### src/rtl/bs8_barrel_shifter.sv
// bs8_barrel_shifter
//   8-bit logarithmic barrel shifter with a registered output and a valid
//   flag carried alongside the data (one cycle of latency, one result per
//   cycle, no backpressure).
//
//   The combinational core is three cascaded mux stages that shift by 1, 2
//   and 4 positions under s[0], s[1] and s[2]. Every stage shifts in the
//   same direction d. In the logical mode the vacated positions fill with
//   zero. In the rotate mode they take the bits that fall off the other end.
//
// Configuration
//   BS8_ROTATE_EN : when defined, adds input rot (1 = rotate, 0 = logical).
//                   When undefined, the block is a logical shifter only.
//
// Ports
//   clk        in   1        clock, rising edge
//   rst        in   1        synchronous, active-high reset (beats in_valid)
//   in_valid   in   1        a/s/d (and rot) are valid this cycle
//   a          in   WIDTH    data to shift
//   s          in   SHAMT_W  shift amount 0..7
//   d          in   1        0 = left (toward MSB), 1 = right (toward LSB)
//   rot        in   1        rotate select (BS8_ROTATE_EN builds only)
//   out        out  WIDTH    registered result
//   out_valid  out  1        out holds the result of last cycle's request

module bs8_barrel_shifter #(
  parameter int WIDTH   = 8,
  parameter int SHAMT_W = 3
) (
  input  logic               clk,
  input  logic               rst,
  input  logic               in_valid,
  input  logic [WIDTH-1:0]   a,
  input  logic [SHAMT_W-1:0] s,
  input  logic               d,
`ifdef BS8_ROTATE_EN
  input  logic               rot,
`endif
  output logic [WIDTH-1:0]   out,
  output logic               out_valid
);

  // Single internal rotate select, so the mux stages are the same in both
  // builds. In the logical-only build it is tied low and the fill terms
  // reduce to constant zero.
  logic rot_en;
`ifdef BS8_ROTATE_EN
  assign rot_en = rot;
`else
  assign rot_en = 1'b0;
`endif

  logic [WIDTH-1:0] st1;
  logic [WIDTH-1:0] st2;
  logic [WIDTH-1:0] st4;

  // Each stage works the same way. For a right shift the fill goes into the
  // top n bits and comes from the n bits that fall off the bottom. For a
  // left shift the fill goes into the bottom n bits and comes from the n
  // bits that fall off the top. With rot_en low the fill is zero.
  always_comb begin
    // NOTE: each stage output is assigned on every path, with the pass-through
    // value first, so no latch is inferred when the stage is bypassed.
    st1 = a;
    if (s[0]) begin
      if (d) st1 = {a[0] & rot_en, a[WIDTH-1:1]};
      else   st1 = {a[WIDTH-2:0], a[WIDTH-1] & rot_en};
    end

    st2 = st1;
    if (s[1]) begin
      if (d) st2 = {st1[1:0] & {2{rot_en}}, st1[WIDTH-1:2]};
      else   st2 = {st1[WIDTH-3:0], st1[WIDTH-1:WIDTH-2] & {2{rot_en}}};
    end

    st4 = st2;
    if (s[2]) begin
      if (d) st4 = {st2[3:0] & {4{rot_en}}, st2[WIDTH-1:4]};
      else   st4 = {st2[WIDTH-5:0], st2[WIDTH-1:WIDTH-4] & {4{rot_en}}};
    end
  end

  // Output register. Reset takes priority, so a request presented during
  // reset is dropped. When in_valid is low, out keeps its last result.
  always_ff @(posedge clk) begin
    // NOTE: state is updated with non-blocking assignments, so every register
    // samples its inputs from before the edge, whatever the statement order.
    if (rst) begin
      out       <= '0;
      out_valid <= 1'b0;
    end else begin
      out_valid <= in_valid;
      if (in_valid) out <= st4;
    end
  end

endmodule

### config.mk
export PLATFORM = sky130hd
export DESIGN_NAME = bs8_barrel_shifter
export DESIGN_NICKNAME = d
export VERILOG_FILES = /design/src/rtl/bs8_barrel_shifter.sv
export SDC_FILE = /design/constraint.sdc
export NUM_CORES = 1
export LEC_CHECK = 0
export ABC_AREA = 1
export CAP_MARGIN = 40
export CORE_MARGIN = 2
export CORE_UTILIZATION = 48
export DETAILED_ROUTE_END_ITERATION = 7
export GPL_ROUTABILITY_DRIVEN = 1
export PLACE_DENSITY = 0.86
export SLEW_MARGIN = 20
export SYNTH_ARGS = -nofsm -noshare
export SYNTH_HDL_FRONTEND = slang
export SYNTH_SLANG_ARGS = --single-unit
### constraint.sdc
create_clock -name clk -period 3.1 [get_ports clk]
set_clock_uncertainty 0.15 [all_clocks]
set_input_delay 0.62 -clock clk [delete_from_list [all_inputs] [get_ports clk]]
set_output_delay 0.62 -clock clk [all_outputs]
set_load 0.01 [all_outputs]
Yosys cells after proc, flatten, opt, wreduce, memory -nomap -nowiden

Index checks and enable logic that the tools add are counted.

Output and inout port bits: 9
Register bits: 9
Word-level logic and storage cells: 8
Input port bits: 15

Multiplexer cells: 6

Operators by type and width:

| cell              | count |
|---|---|
| 8-bit two-way mux | 6 |

Logic depth before layout (Yosys ltp)

Gate-level depths: netlist of the first run.

Depth after elaboration: 6
Mapped depth: 7
Depth with buffers taken out: 7

Worst setup path after synthesis of the first run

Ideal clock, no wire load.

Path type: input to register
From: input s[0]
To: register out[5]
Slack: 1.639 ns
Required time: 2.833 ns
Setup time: 0.117 ns
Data arrival time: 1.193 ns
Cell stages on the path: 7
Cells stage by stage: buf_6 > nand3_1 > nand3_2 > nand2_1 > nand3_2 > a21oi_1 > nor2_1

Cells in the longest elaborated chain, start to end: 5

Ends and longest elaborated chain:

| element              | line | RTL |
|---|---|---|
| start, declared      | 34   | `input logic [SHAMT_W-1:0] s,` |
| 8-bit two-way mux *  | 65   | `if (s[0]) begin` |
| 8-bit two-way mux    | 72   | `if (d) st2 = {st1[1:0] & {2{rot_en}}, st1[WIDTH-1:2]};` |
| 8-bit two-way mux *  | 71   | `if (s[1]) begin` |
| 8-bit two-way mux    | 78   | `if (d) st4 = {st2[3:0] & {4{rot_en}}, st2[WIDTH-1:4]};` |
| 8-bit two-way mux *  | 77   | `if (s[2]) begin` |
| end signal, assigned | 93   | `if (in_valid) out <= st4;` |
| end, declared        | 39   | `output logic [WIDTH-1:0] out,` |

Every way passes the cells marked *; elsewhere a longest branch is shown, timed or not.
A chain may end at the register's enable or synchronous reset.

Final worst setup path of the first run

From: input d
To: register out[5]

Cells in the longest elaborated chain, start to end: 6

Ends and longest elaborated chain:

| element             | line | RTL |
|---|---|---|
| start, declared     | 35   | `input logic d,` |
| 8-bit two-way mux   | 66   | `if (d) st1 = {a[0] & rot_en, a[WIDTH-1:1]};` |
| 8-bit two-way mux   | 65   |  |
| 8-bit two-way mux   | 72   |  |
| 8-bit two-way mux   | 71   |  |
| 8-bit two-way mux   | 78   |  |
| 8-bit two-way mux * | 77   |  |

Marks and branches as above.

==> results of run 1 <==
==> per-stage QoR <==
stage | cell area (um2) | worst slack, ns
floorplan | 747 | 1.64
finish | 1000 | 0.876
global route | 1000 | 0.752
CTS | 1000 | 0.899
detailed placement | 978 | 0.622
global placement | 978 | 0.660
==> cell type report <==
type                    instances  area share
clock buffers                   4      0.0262
inverters                       8      0.0461
repair buffers                 24       0.237
well taps                      16      0.0199
flip-flops and latches          9       0.179
multi-input cells              96       0.492
==> layout by cell type (no fill, tap or decap), drive strengths merged <==
cell	count
a21oi	15
nand2	42
o21ai	8
nand3	26
buf	1
inv	5
clkdlybuf4s50	23
nand4	1
clkinv	2
bufinv	1
dfxtp	9
nor2	4
clkbuf	4
==> worst min-delay path, stage by stage (launching register included) <==
cell and delay, ns:
dfxtp_1 0.31, o21ai_0 0.13, a21oi_1 0.04
==> logic make-up (layout without fill, tap and decap cells) <==
logic type             count (synthesis)  after routing  synth area share
AOI/OAI and AO/OA                     23             23             0.154
DFF                                    9              9             0.241
buffers and inverters                 11             36            0.0972
and+or+nand+nor                       73             73             0.508
==> state kept, by name (all words and copies together) (netlist names) <==
signal	flops
out_valid	1
out	8
==> worst paths after layout <==
kind,slack [ns],from,depth (start not counted),to
setup reg to reg,2.33,out[5],2,out[5]
hold / removal,0.38,out[7],2,out[7]
setup / recovery,0.88,d,8,out[5]
hold reg to reg,0.38,out[7],2,out[7]
==> power breakdown <==
part	internal [mW]	switching (mW)	leakage (nW)
Sequential	0.124	0.00334	0.0745
Clock	0.0496	0.0415	0.0150
Combinational	0.0542	0.0618	0.375
Total	0.228	0.107	0.464
==> layer usage <==
layer / track usage / vias to the layer above / share of wire
li1: - / 446 / -
met1: 0.273 / 397 / 0.45
met2: 0.307 / 25 / 0.48
met3: 0.0625 / 2 / 0.056
met4: 0.0545 / 0 / 0.0055
met5: 0 / - / 0
==> results.ini, run 1 <==
[logic_synthesis]
synth_fp_nets = 131
synthTopCellsByCount = nand2_1 (41), a21oi_1 (15), nand3_1 (14)
synth_seq_cells = 9
synth_area_leaders = dfxtp_1 (24%), nand2_1 (21%), nand3_2 (16%)
synth.distinct_cells = 16
synth_enable_flop_cells = 0
ys_async_sr_fraction = 0
ys_warn_count = 0
syn-instance-count = 116
synth_top_cell_by_area = dfxtp_1
synth_ff_type = dfxtp_1
synth_top_area_frac = 0.241
synthesis.area_um2 = 747
yosysSeqAreaShare = 0.241
syn_area_per_cell_um2 = 6.44
synth_most_common_cell = nand2_1

[clocking]
post_cts_buffers = 0
cts.sinks = 9
cts-root-buf = clkbuf_4
cts_buffers = 3
clk_pin_slew_worst_paths_ns = 0.06
cts.htree.levels = 1
cts_resized = 0
cts_tree = done
holdBufCountCts = 0
cts_max_path_buffers = 2
clock_latency_ns = 0.27

[final_layout]
diodes = 0
fin_cells = 157
nFillCells = 123
num-nets-final = 157
regArea_um2 = 180
syn_to_final_growth_pct = 34.5
drive_above_1_share = 0.170
multiInputGateArea_um2 = 494
finish.utilization = 0.675

[die]
io_pins = 24
core_mm2 = 0.00149
start_util = 0.502
design.die.area_mm2 = 0.00189
die_h_um = 43.5
rows = 14
die_w_um = 43.5

[grt]
grt_first_pass_wirelength_mm = 2.93
grt_antenna_before_repair = 0
grt_pass1_vias = 719
grt_max_degree = 13
track_usage = 0.200
overflow = 0

[critical_path]
cpMaxStageDelayCell = clkdlybuf4s50_1
path_cells = clkdlybuf4s50_1 -> clkinv_2 -> nand3_1 -> nand3_2 -> nand2_1 -> nand3_2 -> a21oi_1 -> nor2_1
crit_arrival_ns = 2.23
cp_data_required_time_ns = 3.10
critical_path_class = primary input to flip-flop
path_max_fanout = 12
endpoint_kind = flip-flop
path_common_cell = nand3_2
cp-start-kind = primary input
critPathMaxStageDelay_ns = 0.76
critPathBufInv = 2
cpLargestDelayFamily = buffers and inverters

[worst_hold_path]
hold_path.class = flip-flop to flip-flop

[detailed_routing]
antenna_left = 0
vias_per_cell = 5.54
wl_per_cell_um = 11.6
totalWireLength_mm = 1.82
vias = 870
firstDrtPassIters = 4
drc = 0
drtIter0Drc = 20

[place]
place.gp.congestion = 0.908
io_buffers = 23
dpl.hpwl_mm = 1.41
placed_cells = 153

[sta]
grt_setup_unrepaired = no
slew_violations = 0
finalSetupTns_ns = 0
max-slew-margin-rel = 0.685
setup_viol_count_final = 0
finalCriticalPeriod_ns = 2.22
min_period_over_period = 0.718
final-hold-violation-count = 0
worstMarginPinSlew_ns = 0.470
whs_ns = 0.378
fmax_mhz = 450

[outcome]
outcome = finished clean

[power]
ir_drop_v = 0.000277
power_density_mw_per_mm2 = 333
p_leak_nw = 0.464
p_total_uw = 334

[run]
maxCapViolCount = 0

No activity file was read; power rests on OpenSTA's default activity.
==> run 2, diff against run 1 <==
CORE_UTILIZATION = 40   (was 48)
PLACE_DENSITY = 0.77   (was 0.86)
clock period = 1.9 ns   (was 3.1 ns; I/O delays follow)
==> run 2 against run 1 <==
  * Worst setup slack worse by 0.65 ns
  * Utilization is 7.7 points lower
  * Register-to-register slack worse by 1.2 ns
  * Clock-buffer cell count stayed put
  * Hold slack worse by 0.0035 ns
  * Wire length is 6.5% higher
  * Sequential cell count stayed put
  * Global-route usage is 0.22 points lower
  * Non-clock buffer count is 2 higher
  * Critical endpoint is now out[5]
==> results.ini, run 2 (same netlist as run 1, synthesis figures left out) <==
[critical_path]
r2r-start = out[7]
path_cells = clkdlybuf4s50_1
cpMaxStageDelayCell = clkdlybuf4s50_1
critPathBufInv = 1  ; -1
path_max_fanout = 2  ; -10
cpLargestDelayFamily = buffers and inverters
critPathMaxStageDelay_ns = 0.53  ; -0.23 ns
cp_data_required_time_ns = 1.37  ; -1.73 ns
crit_start = out[5]
crit_arrival_ns = 1.14  ; -1.09 ns
endpoint_kind = output port
cp-start-kind = flip-flop
critical_path_class = flip-flop to output port

[sta]
final-hold-violation-count = 0  ; unchanged
grt_setup_unrepaired = no
finalSetupTns_ns = 0  ; unchanged
worstMarginPinSlew_ns = 0.241  ; -0.229 ns
finalCriticalPeriod_ns = 1.67
min_period_over_period = 0.879
whs_ns = 0.375  ; -0.00349 ns
slew_violations = 0  ; unchanged
setup_viol_count_final = 0  ; unchanged
max-slew-margin-rel = 0.839  ; +0.154
fmax_mhz = 599

[grt]
grt_pass1_vias = 702  ; -2.4%
grt_first_pass_wirelength_mm = 3.06  ; +4.2%
overflow = 0  ; unchanged
grt_antenna_before_repair = 0  ; unchanged
track_usage = 0.198  ; -0.00222
grt_max_degree = 15  ; +2

[detailed_routing]
drc = 0  ; unchanged
vias = 894  ; +2.8%
drtIter0Drc = 43  ; +110%
totalWireLength_mm = 1.93  ; +6.5%
vias_per_cell = 5.32  ; -4.0%
antenna_left = 0  ; unchanged
firstDrtPassIters = 4  ; unchanged
wl_per_cell_um = 11.5  ; -0.47%

[final_layout]
num-nets-final = 159  ; +1.3%
finalInstanceArea_mm2 = 0.00104  ; +3.9%
finish.utilization = 0.598  ; -0.0769
diodes = 0  ; unchanged
mostFrequentLayoutCells = nand2_1 (41), clkdlybuf4s50_1 (23), a21oi_1 (15), nand3_1 (14), nand3_2 (12)
largest_reg_flops = 8  ; unchanged
syn_to_final_growth_pct = 39.7
drive_above_1_share = 0.182  ; +0.0116
final_common_cell = nand2_1
nFillCells = 170  ; +38%
regMostFlops = out
reg_top3 = out (8), out_valid (1)

[clocking]
cts_resized = 0  ; unchanged
cts.sinks = 9  ; unchanged
clock_latency_ns = 0.27  ; about the same
holdBufCountCts = 0  ; unchanged
cts_max_path_buffers = 2  ; unchanged
cts.htree.levels = 1  ; unchanged
clk_pin_slew_worst_paths_ns = 0.06  ; about the same
cts_buffers = 3  ; unchanged
post_cts_buffers = 0  ; unchanged
cts-root-buf = clkbuf_4
cts_tree = done

[power]
power_density_mw_per_mm2 = 538  ; +62%
p_total_uw = 561  ; +68%
p_leak_nw = 0.478  ; +3.1%
ir_drop_v = 0.000439  ; +58%

[die]
die_h_um = 47.2  ; +8.7%
core_mm2 = 0.00175  ; +17%
die_w_um = 47.2  ; +8.7%
design.die.area_mm2 = 0.00223  ; +18%
start_util = 0.428  ; -0.0737
rows = 15  ; +1
io_pins = 24  ; unchanged

[place]
dpl.hpwl_mm = 1.48  ; +5.0%
place.gp.congestion = 0.808  ; -11%
placed_area_mm2 = 0.00102  ; +4.0%
io_buffers = 23  ; unchanged

[outcome]
outcome = finished clean

[worst_hold_path]
hold_path.class = flip-flop to flip-flop
hp-start = out[3]

[run]
maxCapViolCount = 0  ; unchanged

run 2: cell types whose count changed in the layout (fill, tap and decap cells not counted):
cell,previous run,this run
buf_4,1,2
buf_12,0,1
run 2: where the power goes:
| part | switching [mW] | internal, mW |
|---|---|---|
| Combinational | 0.103 | 0.0942 |
| Sequential | 0.00536 | 0.202 |
| Clock | 0.0755 | 0.0815 |
run 2: final cells by class:
class,count,area (um2),share of cell area
Inverter,8,46.3,0.0444
Multi-Input combinational cell,96,494,0.474
Timing Repair Buffer,26,265,0.254
Clock buffer,4,26.3,0.0252
Sequential cell,9,180,0.173
Tap cell,25,31.3,0.0300
run 2: final timing paths:
kind	to	slack, ns	depth (start not counted)
min	out[3]	0.37	2
min reg2reg	out[3]	0.37	2
max	out[5]	0.23	1
max reg2reg	out[7]	1.13	2
run 2: through the flow:
step | instances | setup slack [ns]
floorplan | 116 | 0.679
global placement | 164 | 0.0285
detailed placement | 164 | 0.0205
CTS | 168 | 0.214
global route | 168 | 0.182
finish | 168 | 0.230
run 2: per-layer routing:
metal / wire, um / part of all wire / GRT usage
met1: 860 / 0.44 / 0.261
met2: 903 / 0.47 / 0.293
met3: 99 / 0.051 / 0.0500
met4: 70 / 0.036 / 0.111
met5: 0 / 0 / 0
run 2: tightest hold or removal path, cell delays in order, from the launching register on:
cell and delay, ns:
dfxtp_1 0.31, o21ai_0 0.13, a21oi_1 0.04
